File: config.mk
export PLATFORM = sky130hd
export DESIGN_NAME = serial_adder_ctrl_flat
export DESIGN_NICKNAME = d
export VERILOG_FILES = /design/src/rtl/serial_adder_ctrl_if.sv /design/src/rtl/serial_adder_ctrl.sv /design/src/flat_wrapper.sv
export SDC_FILE = /design/constraint.sdc
export NUM_CORES = 1
export LEC_CHECK = 0
export BUFFER_PORTS_ARGS = -buffer_cell sky130_fd_sc_hd__buf_2
export CAP_MARGIN = 20
export CORE_MARGIN = 2
export CORE_UTILIZATION = 35
export DETAILED_ROUTE_END_ITERATION = 16
export HOLD_SLACK_MARGIN = 0.1
export PLACE_DENSITY_LB_ADDON = 0.08
export SKIP_LAST_GASP = 1
export SLEW_MARGIN = 0
export SYNTH_ARGS = -nofsm -noshare
export SYNTH_HDL_FRONTEND = slang
export SYNTH_SLANG_ARGS = --single-unit
File: constraint.sdc
create_clock -name clk -period 2.8 [get_ports clk]
set_input_delay 0.42 -clock clk [delete_from_list [all_inputs] [get_ports clk]]
set_output_delay 0.42 -clock clk [all_outputs]
set_load 0.005 [all_outputs]
File: src/rtl/serial_adder_ctrl_if.sv
// Request/result bundle between a requester and the serial adder sequencer.
// The requester drives operands and start; the sequencer returns busy/done and the result.
interface serial_adder_ctrl_if #(
  parameter int WIDTH = 8
);
  logic             start;
  logic             sub;
  logic [WIDTH-1:0] a;
  logic [WIDTH-1:0] b;
  logic             cin;
  logic             busy;
  logic             done;
  logic [WIDTH-1:0] sum;
  logic             cout;
  logic             ovf;

  modport master (
    output start, sub, a, b, cin,
    input  busy, done, sum, cout, ovf
  );

  modport slave (
    input  start, sub, a, b, cin,
    output busy, done, sum, cout, ovf
  );
endinterface

File: src/rtl/serial_adder_ctrl.sv
// Bit-serial add/subtract sequencer: one full-adder slice per clock, LSB first,
// with a registered carry linking the slices and a start/busy/done handshake.
module serial_adder_ctrl #(
  parameter int WIDTH = 8,
  parameter int CNT_W = 6
) (
  input  logic               clk,
  input  logic               reset,
  serial_adder_ctrl_if.slave bus
);

  typedef enum logic {IDLE, RUN} state_e;

  localparam logic [CNT_W-1:0] LAST = CNT_W'(WIDTH - 1);

  state_e             state_q, state_d;
  logic [WIDTH-1:0]   a_sr_q, a_sr_d;
  logic [WIDTH-1:0]   b_sr_q, b_sr_d;
  logic [WIDTH-1:0]   res_sr_q, res_sr_d;
  logic               carry_q, carry_d;
  logic [CNT_W-1:0]   cnt_q, cnt_d;
  logic [WIDTH-1:0]   sum_q, sum_d;
  logic               cout_q, cout_d;
  logic               ovf_q, ovf_d;
  logic               done_q, done_d;

  logic               slice_s;
  logic               slice_c;
  logic [WIDTH-1:0]   res_shift;

  always_comb begin
    // NOTE: every signal gets its hold value first so no path through the case leaves one unassigned (no latches).
    state_d  = state_q;
    a_sr_d   = a_sr_q;
    b_sr_d   = b_sr_q;
    res_sr_d = res_sr_q;
    carry_d  = carry_q;
    cnt_d    = cnt_q;
    sum_d    = sum_q;
    cout_d   = cout_q;
    ovf_d    = ovf_q;
    done_d   = 1'b0;

    slice_s = a_sr_q[0] ^ b_sr_q[0] ^ carry_q;
    slice_c = (a_sr_q[0] & b_sr_q[0]) | (a_sr_q[0] & carry_q) | (b_sr_q[0] & carry_q);

    res_shift            = res_sr_q >> 1;
    res_shift[WIDTH-1]   = slice_s;

    unique case (state_q)
      IDLE: begin
        if (bus.start) begin
          a_sr_d  = bus.a;
          b_sr_d  = bus.sub ? ~bus.b : bus.b;
          carry_d = bus.sub ? 1'b1 : bus.cin;
          cnt_d   = '0;
          state_d = RUN;
        end
      end
      RUN: begin
        a_sr_d   = a_sr_q >> 1;
        b_sr_d   = b_sr_q >> 1;
        res_sr_d = res_shift;
        carry_d  = slice_c;
        cnt_d    = cnt_q + 1'b1;
        // On the last slice carry_q is the carry into the MSB, so overflow needs no extra register.
        if (cnt_q == LAST) begin
          sum_d   = res_shift;
          cout_d  = slice_c;
          ovf_d   = carry_q ^ slice_c;
          done_d  = 1'b1;
          state_d = IDLE;
        end
      end
      default: state_d = IDLE;
    endcase
  end

  // NOTE: sequential state uses non-blocking assignments so all registers update together at the edge.
  always_ff @(posedge clk) begin
    if (reset) begin
      state_q  <= IDLE;
      a_sr_q   <= '0;
      b_sr_q   <= '0;
      res_sr_q <= '0;
      carry_q  <= 1'b0;
      cnt_q    <= '0;
      sum_q    <= '0;
      cout_q   <= 1'b0;
      ovf_q    <= 1'b0;
      done_q   <= 1'b0;
    end else begin
      state_q  <= state_d;
      a_sr_q   <= a_sr_d;
      b_sr_q   <= b_sr_d;
      res_sr_q <= res_sr_d;
      carry_q  <= carry_d;
      cnt_q    <= cnt_d;
      sum_q    <= sum_d;
      cout_q   <= cout_d;
      ovf_q    <= ovf_d;
      done_q   <= done_d;
    end
  end

  assign bus.busy = (state_q == RUN);
  assign bus.done = done_q;
  assign bus.sum  = sum_q;
  assign bus.cout = cout_q;
  assign bus.ovf  = ovf_q;

endmodule

File: src/flat_wrapper.sv
// flat-port wrapper written by rule: the top's interface ports become plain ports
module serial_adder_ctrl_flat 
#(
  parameter int WIDTH = 8,
  parameter int CNT_W = 6
)
  (clk, reset, bus_start, bus_sub, bus_a, bus_b, bus_cin, bus_busy, bus_done, bus_sum, bus_cout, bus_ovf);
  serial_adder_ctrl_if #(.WIDTH(WIDTH)) bus_i ();
  input  logic clk;
  input  logic reset;
  input wire logic [$bits(bus_i.start)-1:0] bus_start;
  input wire logic [$bits(bus_i.sub)-1:0] bus_sub;
  input wire logic [$bits(bus_i.a)-1:0] bus_a;
  input wire logic [$bits(bus_i.b)-1:0] bus_b;
  input wire logic [$bits(bus_i.cin)-1:0] bus_cin;
  output wire logic [$bits(bus_i.busy)-1:0] bus_busy;
  output wire logic [$bits(bus_i.done)-1:0] bus_done;
  output wire logic [$bits(bus_i.sum)-1:0] bus_sum;
  output wire logic [$bits(bus_i.cout)-1:0] bus_cout;
  output wire logic [$bits(bus_i.ovf)-1:0] bus_ovf;
  assign bus_i.start = bus_start;
  assign bus_i.sub = bus_sub;
  assign bus_i.a = bus_a;
  assign bus_i.b = bus_b;
  assign bus_i.cin = bus_cin;
  assign bus_busy = bus_i.busy;
  assign bus_done = bus_i.done;
  assign bus_sum = bus_i.sum;
  assign bus_cout = bus_i.cout;
  assign bus_ovf = bus_i.ovf;
  serial_adder_ctrl #(.WIDTH(WIDTH), .CNT_W(CNT_W)) u_core (.clk(clk), .reset(reset), .bus(bus_i));
endmodule
==> results.toml <==
[status]
status = "finished, final reports clean"

[drt]
drt_wl_total_um = 3740
ant_nets = 0
viasPerCell = 4.73
drt-initial-drc-count = 58
vias = 1425
remaining_drc_errors = 0
avgRoutedWirePerCell_um = 12.4
firstDrtPassIters = 4

[logic_synthesis]
synthArstFlopShare_pct = 0
synth_ff_type = "dfxtp_1"
syn_area_per_cell_um2 = 9.46
synth_warnings = 0
netlist_instances = 205
synth-seq-cells = 42
synth-seq-area-share_pct = 43.4
syn_nets = 228
syn_area_um2 = 1940
ys_types = 33
synth_edf_count = 0

[place]
port_buffers = 32
dp_slack_ps = 1080
dpl.hpwl_um = 2380
routabilityCongestion = 0.672

[worst_hold_path]
whs_path_depth = 3
whs_endpoint = "u_core.b_sr_q[7]$_SDFFE_PP0P_"
hold_start = "bus_b[7]"
hp-class = "input pin to flip-flop"

[critical_path]
worstSetupEndpointType = "flip-flop"
cp_max_fo = 12
critPathLaunchType = "flip-flop"
worstSetupPathType = "flip-flop to flip-flop"
required_ps = 3040
reg2regPathDepth = 4
reg2reg_slack_ps = 1070
worstReg2RegEnd = "u_core.bus.cout$_SDFFE_PP0P_"
crit_arrival_ps = 1970
reg2reg_from = "u_core.cnt_q[0]$_SDFFE_PP0P_"

[grt]
antenna_found_initial = 0
track_usage_pct = 13.2
grt_overflow = 0
grt_max_degree = 47
grt_pass1_wl_um = 6400
grt_pass1_vias = 1356

[floorplan]
rows = 27
die-area_um2 = 6150
core-area_um2 = 5440
chipWidth_um = 78.4
die_y_um = 78.4
initial_core_util_pct = 35.7
io_pins = 33

[sta]
hold_violations = 0
worst_slack_ps = 1070
rsz0062_at_grt = "false"
fmax_mhz = 578
period_share_pct = 61.8
slew_viol_final = 0
hold_ws_ps = 435
setup_viol = 0
final.setup.tns_ps = 0
slew-limit-headroom_pct = 55.6
worst_pin_slew_ps = 663
finClkSkew_ps = 10.7
period_needed_ps = 1730

[clock_network]
clk_path_buf_depth = 2
cts.sinks = 42
clkSlewWorstSetupHoldPaths_ps = 80
cts_resized = 0
postCtsSetupBuffers = 0
clock_latency_ps = 290
root_buffer = "clkbuf_8"
cts_buffers = 5
cts_tree = "built"
h-tree-depth = 2
holdBufCountCts = 0

[flow_run]
maxCapViolations = 0

[pwr]
power_leakage_nw = 0.921
powerDensity_nw_per_um2 = 564
ir_worst_vdd_v = 0.000299

[layout]
final_common_cell = "dfxtp_1"
fillers = 593
syn_to_final_growth_pct = 14.1
drive_gt1_share_pct = 24.5
insertedDiodeCount = 0
final_cell_mix = "dfxtp_1 (41), buf_2 (32), nor2_1 (28), a21oi_1 (22), mux2i_1 (15)"
final_net_count = 251
## layer usage
layer | GRT usage [%] | vias to the layer above | wire length, um
li1 | - | 752 | -
met1 | 17.3 | 645 | 1880
met2 | 20.5 | 26 | 1670
met3 | 4.37 | 2 | 162
met4 | 4.21 | 0 | 32
met5 | 0 | - | 0
## Yosys cell counts, drive strengths merged, types with 2 or more instances
library cell | n | area [um^2]
nand3 | 3 | 15.0
nand2 | 10 | 37.5
and2 | 2 | 15.0
dfxtp | 42 | 841
nor3b | 3 | 22.5
nor3 | 2 | 10.0
mux2 | 7 | 78.8
a211o | 8 | 70.1
a211oi | 3 | 27.5
inv | 3 | 11.3
mux2i | 15 | 150
clkbuf | 5 | 18.8
nand2b | 10 | 62.6
o21a | 2 | 15.0
xnor2 | 9 | 78.8
a21oi | 23 | 119
buf | 13 | 82.6
nor2 | 28 | 105
a31o | 9 | 78.8
## worst max path at each step
stage                                 startpoint  slack (ps)                       endpoint
floorplan                              bus_start        1450  u_core.a_sr_q[5]$_SDFFE_PP0P_
global placement    u_core.cnt_q[0]$_SDFFE_PP0P_        1090   u_core.bus.cout$_SDFFE_PP0P_
detailed placement  u_core.cnt_q[0]$_SDFFE_PP0P_        1080   u_core.bus.cout$_SDFFE_PP0P_
CTS                 u_core.cnt_q[0]$_SDFFE_PP0P_        1060   u_core.bus.cout$_SDFFE_PP0P_
global route        u_core.cnt_q[0]$_SDFFE_PP0P_         930   u_core.bus.cout$_SDFFE_PP0P_
finish              u_core.cnt_q[0]$_SDFFE_PP0P_        1070   u_core.bus.cout$_SDFFE_PP0P_
## critical path: stages (launching register included)
cell     delay, ps
dfxtp_1        370
ha_1           220
nor4b_4        580
and2_4         340
a31o_2         160
## metrics by stage
step / utilization (%) / cells / power [mW] / cell area [um^2]
2_1_floorplan: - / 205 / 0.756 / 1940
3_3_place_gp: 38.7 / 293 / 0.792 / 2100
3_5_place_dp: 38.7 / 293 / 0.790 / 2100
4_1_cts: 40.7 / 301 / 1.27 / 2210
5_1_grt: 40.7 / 301 / 1.32 / 2210
6_report: 40.7 / 301 / 1.25 / 2210
## kinds of logic after synthesis
kind of cell    after synthesis  share of synthesized area [%]
compound gates               48                           17.4
mux                          22                           11.8
fa+ha+maj                     2                           1.68
buf+inv                      21                           5.81
xor+xnor                     10                           4.52
simple gates                 60                           15.4
flops                        42                           43.4
## state kept, by name (all words and copies together), names as in the netlist
name and cells:
u_core.a_sr_q 8, u_core.b_sr_q 8, u_core.bus.sum 8, u_core.res_sr_q 7, u_core.cnt_q 6, u_core.bus.busy 1
u_core.bus.cout 1, u_core.bus.done 1, u_core.bus.ovf 1, u_core.carry_q 1
## power breakdown
part           switching (mW)  leakage [nW]  internal (mW)  total, mW
logic                  0.0697         0.520         0.0666      0.136
registers              0.0165         0.343          0.621      0.638
clock network           0.211        0.0579          0.263      0.473
## cell type report
type,count,area (um^2),share of cell area (%)
clock buffers,5,68.8,3.11
flip-flops and latches,42,842,38.0
repair buffers,34,175,7.91
inverters,3,11.3,0.509
multi-input cells,142,986,44.5
well taps,72,90.1,4.07
clock inverters,3,40.0,1.81
Note: power is estimated with default switching activity, not from simulation.
